===== config.mk =====
export PLATFORM = sky130hd
export DESIGN_NAME = led_share_arbiter
export DESIGN_NICKNAME = d
export VERILOG_FILES = /design/src/rtl/led_share_arbiter.sv
export SDC_FILE = /design/constraint.sdc
export NUM_CORES = 1
export LEC_CHECK = 0
export CAP_MARGIN = 20
export CORE_ASPECT_RATIO = 1.1
export CORE_MARGIN = 1
export CORE_UTILIZATION = 56
export DETAILED_ROUTE_END_ITERATION = 10
export DONT_BUFFER_PORTS = 1
export PLACE_DENSITY = 0.81
export REMOVE_ABC_BUFFERS = 1
export SYNTH_ARGS = -nofsm -noshare
export SYNTH_HDL_FRONTEND = slang
export SYNTH_SLANG_ARGS = --single-unit

===== constraint.sdc =====
create_clock -name clk -period 2.3 [get_ports clk]
set_clock_uncertainty 0.2 [all_clocks]
set_input_delay 0.46 -clock clk [delete_from_list [all_inputs] [get_ports clk]]
set_output_delay 0.46 -clock clk [all_outputs]
set_load 0.05 [all_outputs]

===== src/rtl/led_share_arbiter.sv =====
// Round-robin owner of the shared board LED; renders the owner's 2-bit pattern code on an active-low pin.
// Latency: grant one edge after a request is seen in IDLE; led lags grant/phase by one edge.
// Backpressure: none; requests are level-held and a waiting requester is served once the owner's hold expires.
module led_share_arbiter #(
  parameter int CLK_HZ     = 50_000_000,
  parameter int TICK_HZ    = 10,
  parameter int N_REQ      = 4,
  parameter int HOLD_TICKS = 20
) (
  input  logic               clk,
  input  logic               rst,
  input  logic [N_REQ-1:0]   req,
  input  logic [2*N_REQ-1:0] pattern,
  output logic [N_REQ-1:0]   grant,
  output logic               busy,
  output logic               led
);

  localparam int DIV = CLK_HZ / TICK_HZ;
  localparam int PW  = (DIV > 1) ? $clog2(DIV) : 1;
  localparam int HW  = (HOLD_TICKS > 0) ? $clog2(HOLD_TICKS + 1) : 1;
  localparam int IW  = $clog2(N_REQ);

  localparam logic [PW-1:0] PRESC_LAST = PW'(DIV - 1);
  localparam logic [HW-1:0] HOLD_MAX   = HW'(HOLD_TICKS);
  localparam logic [IW-1:0] OWNER_RST  = IW'(N_REQ - 1);
  localparam logic [IW:0]   N_REQ_W    = (IW + 1)'(N_REQ);

  typedef enum logic {
    IDLE  = 1'b0,
    GRANT = 1'b1
  } state_t;

  state_t            state;
  state_t            state_nxt;
  logic [PW-1:0]     presc;
  logic [3:0]        phase;
  logic [HW-1:0]     hold;
  logic [IW-1:0]     last_owner;

  logic              tick;
  logic              pick_vld;
  logic [IW-1:0]     pick_idx;
  logic [IW:0]       cand;
  logic [N_REQ-1:0]  pick_oh;
  logic              issue;
  logic [N_REQ-1:0]  grant_nxt;
  logic              owner_req;
  logic              others_req;
  logic [1:0]        owner_pat;
  logic              pat_on;
  logic              led_nxt;

  // Terminal count of the prescaler marks one pattern tick.
  assign tick = (presc == PRESC_LAST);

  // While a grant is held, last_owner is the current owner.
  assign owner_req  = req[last_owner];
  assign others_req = |(req & ~grant);
  assign owner_pat  = pattern[{last_owner, 1'b0} +: 2];

  // Round-robin pick: first asserted request searching upward from last_owner+1 with wrap.
  always_comb begin
    pick_vld = 1'b0;
    pick_idx = '0;
    cand     = '0;
    for (int i = 1; i <= N_REQ; i++) begin
      cand = {1'b0, last_owner} + (IW + 1)'(i);
      if (cand >= N_REQ_W) begin
        cand = cand - N_REQ_W;
      end
      if (!pick_vld && req[cand[IW-1:0]]) begin
        pick_vld = 1'b1;
        pick_idx = cand[IW-1:0];
      end
    end
    pick_oh = N_REQ'(1) << pick_idx;
  end

  // Next-state and next-grant: issue from IDLE, release on owner drop or expired hold under contention.
  always_comb begin
    state_nxt = state;
    issue     = 1'b0;
    grant_nxt = grant;
    case (state)
      IDLE: begin
        grant_nxt = '0;
        if (pick_vld) begin
          state_nxt = GRANT;
          issue     = 1'b1;
          grant_nxt = pick_oh;
        end
      end
      GRANT: begin
        if (!owner_req) begin
          state_nxt = IDLE;
          grant_nxt = '0;
        end else if ((hold == HOLD_MAX) && others_req) begin
          state_nxt = IDLE;
          grant_nxt = '0;
        end
      end
      default: begin
        state_nxt = IDLE;
        grant_nxt = '0;
      end
    endcase
  end

  // Decode the owner's live pattern code against the current phase.
  always_comb begin
    pat_on = 1'b0;
    case (owner_pat)
      2'b00:   pat_on = 1'b0;
      2'b01:   pat_on = 1'b1;
      2'b10:   pat_on = (phase < 4'd5);
      default: pat_on = ~phase[0];
    endcase
    led_nxt = (|grant) ? ~pat_on : 1'b1;
  end

  // FSM state, grant register and remembered owner.
  always_ff @(posedge clk) begin
    if (rst) begin
      state      <= IDLE;
      grant      <= '0;
      busy       <= 1'b0;
      last_owner <= OWNER_RST;
    end else begin
      state <= state_nxt;
      grant <= grant_nxt;
      busy  <= |grant_nxt;
      if (issue) begin
        last_owner <= pick_idx;
      end
    end
  end

  // Prescaler, phase and hold counters; a grant issue overrides a coincident tick.
  always_ff @(posedge clk) begin
    if (rst) begin
      presc <= '0;
      phase <= '0;
      hold  <= '0;
    end else if (issue) begin
      presc <= '0;
      phase <= '0;
      hold  <= '0;
    end else if (tick) begin
      presc <= '0;
      phase <= (phase == 4'd9) ? 4'd0 : phase + 4'd1;
      if (hold != HOLD_MAX) begin
        hold <= hold + HW'(1);
      end
    end else begin
      presc <= presc + PW'(1);
    end
  end

  // Registered active-low LED output; dark whenever nobody owns it.
  always_ff @(posedge clk) begin
    if (rst) begin
      led <= 1'b1;
    end else begin
      led <= led_nxt;
    end
  end

endmodule


# After elaboration in Yosys (flattened, before gate mapping)
# Index checks and enable logic that the tools add are counted.
dict set report classes {
  n_reduce_logical 15
  magnitude_cmp 10
  bitwise_logic 6
  addsub 11
  n_eq_ne 6
  n_div 0
  shift 2
  n_mul 0
  n_mux 33
}
# cell n
set op_table {}
lappend op_table {{$add 23x1->23 const B} 1}
lappend op_table {{$eq 23x23->1 const B} 1}
lappend op_table {{$mux 2} 8}
lappend op_table {{$mux 4} 4}
lappend op_table {{$lt 2x3->1 const B} 5}
lappend op_table {{$mux 1} 13}
lappend op_table {{$ge 3x3->1 const B} 4}
lappend op_table {{$reduce_or 4->1} 3}
lappend op_table {{$bmux 1 s2} 5}
lappend op_table {{$pmux 4 s2} 1}
lappend op_table {{$shiftx 8x4->2} 1}
lappend op_table {{$sub 2x1->2 const B} 4}
lappend op_table {{$add 2x2->3 const B} 2}
lappend op_table {{$add 5x1->5 const B} 1}
lappend op_table {{$eq 5x5->1 const B} 1}
lappend op_table {{$ne 5x5->1 const B} 1}
lappend op_table {{$add 4x1->4 const B} 1}
lappend op_table {{$and 4x4->4} 1}
lappend op_table {{$eq 4x4->1 const B} 1}
lappend op_table {{$logic_and 1x1->1} 4}
lappend op_table {{$lt 4x3->1 const B} 1}
lappend op_table {{$not 1->1} 4}
lappend op_table {{$not 4->4} 1}
lappend op_table {{$reduce_or 2->1} 2}
lappend op_table {{other kinds (11)} 13}
dict set report word_totals {
  mem_bits_ro 0
  in_bits 14
  output_inout_bits 6
  latchBits 0
  reg_bits 41
  memories 0
  wordCells 91
  ramBits 0
}

# Logic depth before layout (Yosys ltp)
# Gate-level depths: netlist of the first run.
dict set report logic_depth {
  ltp_word 19
  depth_mapped 7
  mapped_depth_nobuf 6
}

# Worst setup path before layout of the first run
# No wires, ideal clock.
dict set report synth_path {
  kind {register to register}
  startpoint {reg presc[0]}
  endpoint {reg presc[11]}
  path_stages_with_launch 8
  setup_ps 115
  t_arrival_ps 1848
  synth_period_minus_slack_ps 2162
  setup_slack_ps 138
  n_path_buf 1
  t_required_ps 1985
  path_cell_list {dfxtp_1 -> ha_1 -> nand2_1 -> or4_4 -> or3_4 -> nand2_4 -> buf_6 -> nor2_1}
}
dict set report synth_via {
  elab_chain_len 2
  elab_cells_between_ends 3
  cone_classes {add/sub (1); eq/ne (1); reduce/logical (1)}
}
# element line
set synth_rtl {}
lappend synth_rtl {{from (decl)} 36} ;# logic [PW-1:0] presc;
lappend synth_rtl {{from (signal assigned)} 156} ;# presc <= presc + PW'(1);
lappend synth_rtl {{parallel branches: the longest is 2 deep, another holds $add 23x1->23} --}
# Parallel ways; which one is timed is not known.
# A chain may end at the register's enable or synchronous reset.

# Worst setup path in the final report of the first run
dict set report layout_path {
  startpoint {reg presc[1]}
  endpoint {reg presc[5]}
}
# Same word-level chain as after synthesis.

==> impl_metrics.toml, run 1 <==
[status]
run_status = "completed"

[clock_network]
tritoncts = "yes"
cts_root_buf = "clkbuf_4"
clk_pin_slew_ns = 0.11
cts_htree_levels = 2
numCtsBuffers = 5
cts-root-to-sink-buffers = 2
cts_sinks = 41
postCtsSetupBuffers = 0
worst_skew_pair.late_latency_ns = 0.35

[yosys]
synth-seq-area-share = 0.402
synth_top_cells_by_area = "dfxtp_1 40%, xor2_1 8.6%, nor2_1 7.7%, mux4_2 3.3%, xnor2_1 3.0%"
synth_top_area_cell = "dfxtp_1"
number_of_storage_elements_in_the_synthesis_netlist = 41
synth_edf_count = 0
postSynth.topFlopCell = "dfxtp_1"
synth-async-reset-ratio = 0
syn-mean-instance-area_um2 = 9.08
ys_types = 44
syn-instance-count = 225
yosysTopAreaCellShare = 0.402
yosys_warnings = 0
syn-cell-area_mm2 = 0.00204

[critical_path]
path_max_fanout = 22
worst_ep_arrival_time_ns = 2.24
criticalPathCategory = "flop to flop"
critical_path.endpoint_type = "flop"
rr_startpoint = "presc[1]"
worstSetupStartpoint = "presc[1]"
start_kind = "flop"
crit_required_ns = 2.34

[timing]
timing.final.setup_violations = 0
final_min_period_over_clock_period = 0.957
tightestPinTransition_ns = 0.579
hold_viol_final = 0
final-max-slew-violation-count = 0
maxSlewHeadroom = 0.613
finalSetupTns_ns = 0
fin_crit_ns = 2.20
setup_repair_after_global_routing_missed_its_margin = "false"
fmax_mhz = 454

[global_routing]
grtUsageTotal = 0.209
antenna_violations_before_repair = 0
grt_pass1_wl_um = 6180
grt_start_max_net_pins = 23
globalRouteOverflowTotal = 0
number_of_global_route_vias_before_repair = 1485

[final_layout]
finish.net_count = 253
nFillCells = 324
synthToLayoutAreaGrowth_pct = 7.41
finalCoreUtilization = 0.643
final_cell_count_without_fillers = 283
drive_gt1_frac = 0.111
antenna-diode-count = 0

[power]
cellLeakagePower_nw = 0.790
seqPwrFrac = 0.623
power_density_mw_per_mm2 = 562
switching_pwr_mw = 0.335
comb_power_share = 0.114
p_int_mw = 0.899
clock_power_share = 0.264
power.share.switching = 0.271
ir_worst_vdd_uv = 351

[die]
floorplan.initialDensity = 0.598
dieWidth_um = 59.6
die_area_mm2 = 0.00389
chipHeight_um = 65.3
fp-row-count = 22
pin_count = 20
placeableCoreArea_mm2 = 0.00341

[drt]
drc = 0
wl_per_cell_um = 13.3
route.antenna.remaining_nets = 0
dr.pass1.iters = 4
totalWireLength_um = 3750
routed_via_count = 1598
drt_iter0_markers = 66
avgViaCountPerCell = 5.65

[place]
gp_routability_congestion = 0.760
numPortBuffers = 0
hpwlAfterDp_um = 2720
placed_cells_incl_taps = 276

[worst_hold_path]
holdCritStartpoint = "rst"
hold_path.class = "input pin to flop"

[flow_run]
cap_viol_max_count = 0
-- per-layer routing --
metal  part of all wire  up-vias  global-route usage
met5                  0        -                   0
met4              0.013        0              0.0610
met3              0.039        5              0.0591
met2               0.49       29               0.369
met1               0.46      752               0.242
li1                   -      812                   -
-- path summary, 6_finish.rpt --
kind               to  slack (ns)  cells after the start
max reg2reg  presc[5]         0.1                      6
max          presc[5]         0.1                      6
min reg2reg   hold[4]        0.34                      2
min              busy        0.02                      1
-- final cells by class --
type	instances	area [um2]	area share
multi-input combinational	171	1170	0.532
sequential	41	821	0.374
timing repair buffer	10	77.6	0.0354
tap	48	60.1	0.0274
clock buffer	5	37.5	0.0171
inverter	7	26.3	0.0120
clock inverter	1	5.00	0.00228
-- cell usage after synthesis (all sizes together), types with 4 or more instances --
| cell | count |
|---|---|
| nor2 | 42 |
| inv | 7 |
| a21oi | 5 |
| xor2 | 20 |
| xnor2 | 7 |
| nand3 | 13 |
| clkbuf | 4 |
| nand2 | 14 |
| and3 | 7 |
| nor4 | 4 |
| nand2b | 9 |
| nand4 | 8 |
| dfxtp | 41 |
-- repair_timing --
action / in CTS / in global routing
setup endpoints to repair: 0 / 22
resized for setup: 0 / 1
hold buffers: 1 / 0
hold endpoints to repair: 7 / 0
-- state kept, by name, summed over array words and instances (netlist names) --
signal      flops
hold            5
state           1
last_owner      2
phase           4
busy            1
grant           4
presc          23
led             1
-- kinds of logic after synthesis --
group                      count (synthesis)  synth area share
AOI/OAI and AO/OA                         20            0.0699
xor gates and xnor gates                  27             0.116
adders and majority gates                  3            0.0184
buffers and inverters                     13            0.0312
DFF                                       41             0.402
muxes                                      6            0.0478
and+or+nand+nor                          115             0.315
-- worst max-delay path, cell delays in order, from the launching register on --
cell     delay, ns
dfxtp_1       0.38
ha_1          0.19
nand2_1       0.12
or4_4         0.52
or3_4         0.45
nand2_8       0.17
nor2_1        0.07
-- placed cells by master (no fill, tap or decap), drive strengths merged, types with 7 or more instances in the layout --
cell and n:
nand2b 9, dfxtp 41, nor2 42, inv 7, nand2 14, and3 7, xor2 20, nand3 13
nand4 8, xnor2 7, buf 9
-- power by group through the flow --
stage               logic [mW]  registers [mW]  clock network (mW)
floorplan               0.0861           0.798                   0
global placement         0.134           0.784                   0
detailed placement       0.135           0.785                   0
CTS                      0.139           0.768               0.340
global route             0.153           0.771               0.371
finish                   0.140           0.768               0.326
-- through the flow --
| step | instance area, um2 | hold WS, ns | power, mW | setup WS [ns] |
|---|---|---|---|---|
| after floorplan | 2000 | 0.241 | 0.884 | 0.153 |
| after global placement | 2130 | 0.300 | 0.917 | 0.136 |
| after detailed placement | 2130 | 0.314 | 0.920 | 0.0453 |
| after CTS | 2180 | 0.00200 | 1.25 | 0.0305 |
| after global routing | 2190 | 0.0158 | 1.29 | 0.0153 |
| final | 2190 | 0.0151 | 1.23 | 0.0989 |
Note: power is estimated with default switching activity, not from simulation.
==> run 2, diff against run 1 <==
CORE_UTILIZATION = 25   (was 56)
PLACE_DENSITY = 0.47   (was 0.81)
==> run 2 against run 1 <==
Effect of this change: hold slack gained 0.0065 ns; maximum frequency grew 1.9%; clock power grew 86%; highest routed layer unchanged; setup slack gained 0.041 ns; power grew 23%; wire length grew 12%; non-clock buffer count grew 4.
==> impl_metrics.toml, run 2 (synthesized netlist as in run 1, its figures left out) <==
[timing]
hold-worst-slack_ns = 0.0216
final-max-slew-violation-count = 0
tightestPinTransition_ns = 0.579
maxSlewHeadroom = 0.614
timing.final.setup_violations = 0
final_min_period_over_clock_period = 0.939
final_critical_path_setup_slack_ns = 0.140
fmax_mhz = 463
fin_crit_ns = 2.16
setup_repair_after_global_routing_missed_its_margin = "false"
hold_viol_final = 0
finalSetupTns_ns = 0

[critical_path]
r2r_setup_slack_ns = 0.14
crit_required_ns = 2.28
worstPathBufferInverterCount = 0
start_kind = "flop"
worst_path_largest_cell_delay_ns = 0.50
critical_path.endpoint_type = "flop"
worst_r2r_endpoint = "presc[9]"
criticalPathCategory = "flop to flop"
rr_startpoint = "presc[1]"
path_max_fanout = 22
path_cells = "ha_1, nand2_1, or4_4, or3_4, nand2_8, nor2_1"
cell_type_of_the_slowest_stage_on_the_worst_timing_path = "or4_4"
ff2ff_path_depth = 6
critical-path-top-delay-family = "simple AND/OR/NAND/NOR gates"
worst_ep_arrival_time_ns = 2.14

[worst_hold_path]
hold-path-cell-count = 1
hold_path_end = "grant[3]"
hold_path.class = "input pin to flop"
holdCritStartpoint = "rst"

[place]
cell_area_reported_after_detailed_placement_mm2 = 0.00224
numPortBuffers = 0
placed_cells_incl_taps = 341
hpwlAfterDp_um = 3020
gp_routability_congestion = 0.705
setup_slack_at_placement_ns = 0.0641

[die]
chipHeight_um = 96.8
floorplan.initialDensity = 0.258
fp-row-count = 34
die_area_mm2 = 0.00853
dieWidth_um = 88.2
pin_count = 20
placeableCoreArea_mm2 = 0.00791

[final_layout]
antenna-diode-count = 0
finish.net_count = 257
post-route-cell-area_mm2 = 0.00238
final_cell_count_without_fillers = 349
nFillCells = 859
largest-register = "presc"
synthToLayoutAreaGrowth_pct = 16.4
drive_gt1_frac = 0.137
top_regs = "presc x23, hold x5"
layout.cells.most_common_list = "42 x nor2_1, 41 x dfxtp_1, 20 x xor2_1, 14 x buf_4, 13 x nand2_1"
finalCoreUtilization = 0.300
layout_commonest_cell = "nor2_1"
largest_register_ffs = 23

[clock_network]
numCtsBuffers = 5
postCtsSetupBuffers = 0
cts_htree_levels = 2
worst_skew_pair.late_latency_ns = 0.29
cts-root-to-sink-buffers = 2
cts_root_buf = "clkbuf_8"
cts_sinks = 41
clk_pin_slew_ns = 0.08
tritoncts = "yes"

[power]
design_power_total_mw = 1.51
cellLeakagePower_nw = 0.843
power_density_mw_per_mm2 = 637
ir_worst_vdd_uv = 239

[drt]
wl_per_cell_um = 12.0
route.antenna.remaining_nets = 0
totalWireLength_um = 4190
drt_iter0_markers = 75
routed_via_count = 1580
dr.pass1.iters = 4
drc = 0
avgViaCountPerCell = 4.53

[flow_run]
cap_viol_max_count = 0

[global_routing]
grt_pass1_wl_um = 7310
globalRouteOverflowTotal = 0
grtUsageTotal = 0.106
grt_start_max_net_pins = 23
antenna_violations_before_repair = 0
number_of_global_route_vias_before_repair = 1587

[status]
run_status = "completed"
[run 2: worst max path at each step]
stage	startpoint	end	slack, ns	depth (start not counted)
4_1_cts	presc[1]	presc[9]	0.05	6
6_report	presc[1]	presc[9]	0.14	6
3_5_place_dp	presc[1]	presc[9]	0.06	6
3_3_place_gp	presc[1]	presc[2]	0.06	6
5_1_grt	presc[13]	hold[2]	0.002	5
2_1_floorplan	presc[0]	presc[10]	0.15	6
[run 2: layer usage]
layer  vias up  global-route usage  part of all wire  routed length, um
met1       731               0.142              0.50               2100
li1        817                   -                 -                  -
met2        25               0.169              0.45               1890
met3         7              0.0230             0.036                150
met5         -                   0                 0                  0
met4         0              0.0335             0.012                 49
[run 2: power by group]
group	switching (mW)	total, mW	internal, mW
logic	0.0781	0.141	0.0624
clock network	0.252	0.606	0.354
registers	0.0389	0.767	0.728
total	0.369	1.51	1.14
[run 2: repair_timing]
action,4_1_cts,5_1_grt
resized for setup,0,2
endpoints found under the setup margin,0,23
hold buffers,0,0
[run 2: area by class of cell]
cell class / instances / area (um2) / share of cell area
multi-input combinational: 171 / 1170 / 0.493
sequential: 41 / 821 / 0.345
tap: 108 / 135 / 0.0569
timing repair buffer: 14 / 105 / 0.0442
clock buffer: 7 / 86.3 / 0.0363
clock inverter: 1 / 30.0 / 0.0126
inverter: 7 / 26.3 / 0.0111
==> run 3, diff against run 2 <==
PLACE_DENSITY = 0.45   (was 0.47)
clock period = 2.5 ns   (was 2.3 ns; I/O delays follow)
==> run 3 against run 2 <==
Effect of this change: cell area down 2.7%; die area unchanged; combinational power decreased by 12%; via count fell by 2.7%.
==> impl_metrics.toml, run 3 (synthesized netlist as in run 1, its figures left out) <==
[power]
cellLeakagePower_nw = 0.804
ir_worst_vdd_uv = 247
power_density_mw_per_mm2 = 630

[critical_path]
path_max_fanout = 22
cell_type_of_the_slowest_stage_on_the_worst_timing_path = "or4_4"
start_kind = "flop"
worstSetupStartpoint = "presc[0]"
criticalPathCategory = "flop to flop"
r2r_setup_slack_ns = 0.15
rr_startpoint = "presc[0]"
path_cells = "ha_1, nand2_1, or4_4, or3_4, nand2_4, nor2_1"
worst_path_largest_cell_delay_ns = 0.53
worst_r2r_endpoint = "presc[20]"
crit_required_ns = 2.47
ff2ff_path_depth = 6
worst_ep_arrival_time_ns = 2.32
critical_path.endpoint_type = "flop"

[final_layout]
drive_gt1_frac = 0.103
largest_register_ffs = 23
antenna-diode-count = 0
largest-register = "presc"
layout.cells.most_common_list = "42 x nor2_1, 41 x dfxtp_1, 20 x xor2_1, 13 x nand2_1, 12 x nand3_1"
top_regs = "presc x23, hold x5"
final_cell_count_without_fillers = 340
layout_commonest_cell = "nor2_1"
finish.net_count = 248
synthToLayoutAreaGrowth_pct = 13.2

[worst_hold_path]
hold-path-cell-count = 1
hold_path.class = "input pin to flop"
hold_path_end = "grant[3]"
holdCritStartpoint = "rst"

[die]
pin_count = 20
chipHeight_um = 96.8
die_area_mm2 = 0.00853
placeableCoreArea_mm2 = 0.00791
dieWidth_um = 88.2
fp-row-count = 34
floorplan.initialDensity = 0.258

[clock_network]
cts-root-to-sink-buffers = 2
postCtsSetupBuffers = 0
cts_htree_levels = 2
numCtsBuffers = 5
cts_root_buf = "clkbuf_8"
tritoncts = "yes"
worst_skew_pair.late_latency_ns = 0.29
cts_repair_resize_count = 0
clk_pin_slew_ns = 0.08
postCtsHoldBufs = 0
cts_sinks = 41

[timing]
fmax_mhz = 426
hold_viol_final = 0
fin_crit_ns = 2.35
finalSetupTns_ns = 0
tightestPinTransition_ns = 0.604
final-max-slew-violation-count = 0
setup_repair_after_global_routing_missed_its_margin = "false"
maxSlewHeadroom = 0.596
timing.final.setup_violations = 0
final_min_period_over_clock_period = 0.939

[global_routing]
antenna_violations_before_repair = 0
globalRouteOverflowTotal = 0
grt_start_max_net_pins = 23
number_of_global_route_vias_before_repair = 1509
grtUsageTotal = 0.103
grt_pass1_wl_um = 6980

[drt]
avgViaCountPerCell = 4.52
totalWireLength_um = 3940
drt_iter0_markers = 21
wl_per_cell_um = 11.6
routed_via_count = 1537
drc = 0
dr.pass1.iters = 4
route.antenna.remaining_nets = 0

[place]
numPortBuffers = 0
hpwlAfterDp_um = 2850
gp_routability_congestion = 0.734
placed_cells_incl_taps = 332

[status]
run_status = "completed"

[flow_run]
cap_viol_max_count = 0
==> run 3: cell type report <==
type	count	area, um2
timing repair buffer	5	37.5
clock buffer	5	68.8
inverter	7	26.3
multi-input combinational	171	1160
sequential	41	821
fill	865	5600
clock inverter	3	65.1
tap	108	135
==> run 3: worst max-delay path: cells and delay by family, from the launching register on <==
family / cells / cell delay [ns]
and+or+nand+nor: 5 / 1.41
adders and majority gates: 1 / 0.23
DFF: 1 / 0.40
==> run 3: worst max path at each step <==
stage                 to  slack, ns  cells past startpoint
3_5_place_dp    presc[5]       0.16                      6
3_3_place_gp    presc[2]       0.21                      6
6_report       presc[20]       0.15                      6
5_1_grt         presc[5]       0.04                      6
2_1_floorplan  presc[10]       0.35                      6
4_1_cts        presc[20]       0.15                      6
==> run 3: per-stage QoR <==
step           instance area, um2  worst slack [ns]   util  hold WS (ns)  power [mW]
2_1_floorplan                2000             0.353      -         0.241       0.813
6_report                     2310             0.152  0.292        0.0692        1.46
4_1_cts                      2310             0.147  0.292        0.0571        1.48
3_5_place_dp                 2180             0.161  0.275         0.272       0.846
3_3_place_gp                 2180             0.210  0.275         0.260       0.848
5_1_grt                      2310            0.0358  0.292        0.0548        1.52
==> run 3: routing by layer <==
layer  global-route usage  up-vias  share of wire
met4               0.0347        0          0.011
met5                    0        -              0
met2                0.160       28           0.43
met3               0.0273        4          0.044
li1                     -      806              -
met1                0.137      699           0.51
==> run 3: power by group <==
part | switching, mW | internal (mW)
Sequential | 0.0364 | 0.670
Clock | 0.229 | 0.397
Combinational | 0.0687 | 0.0549
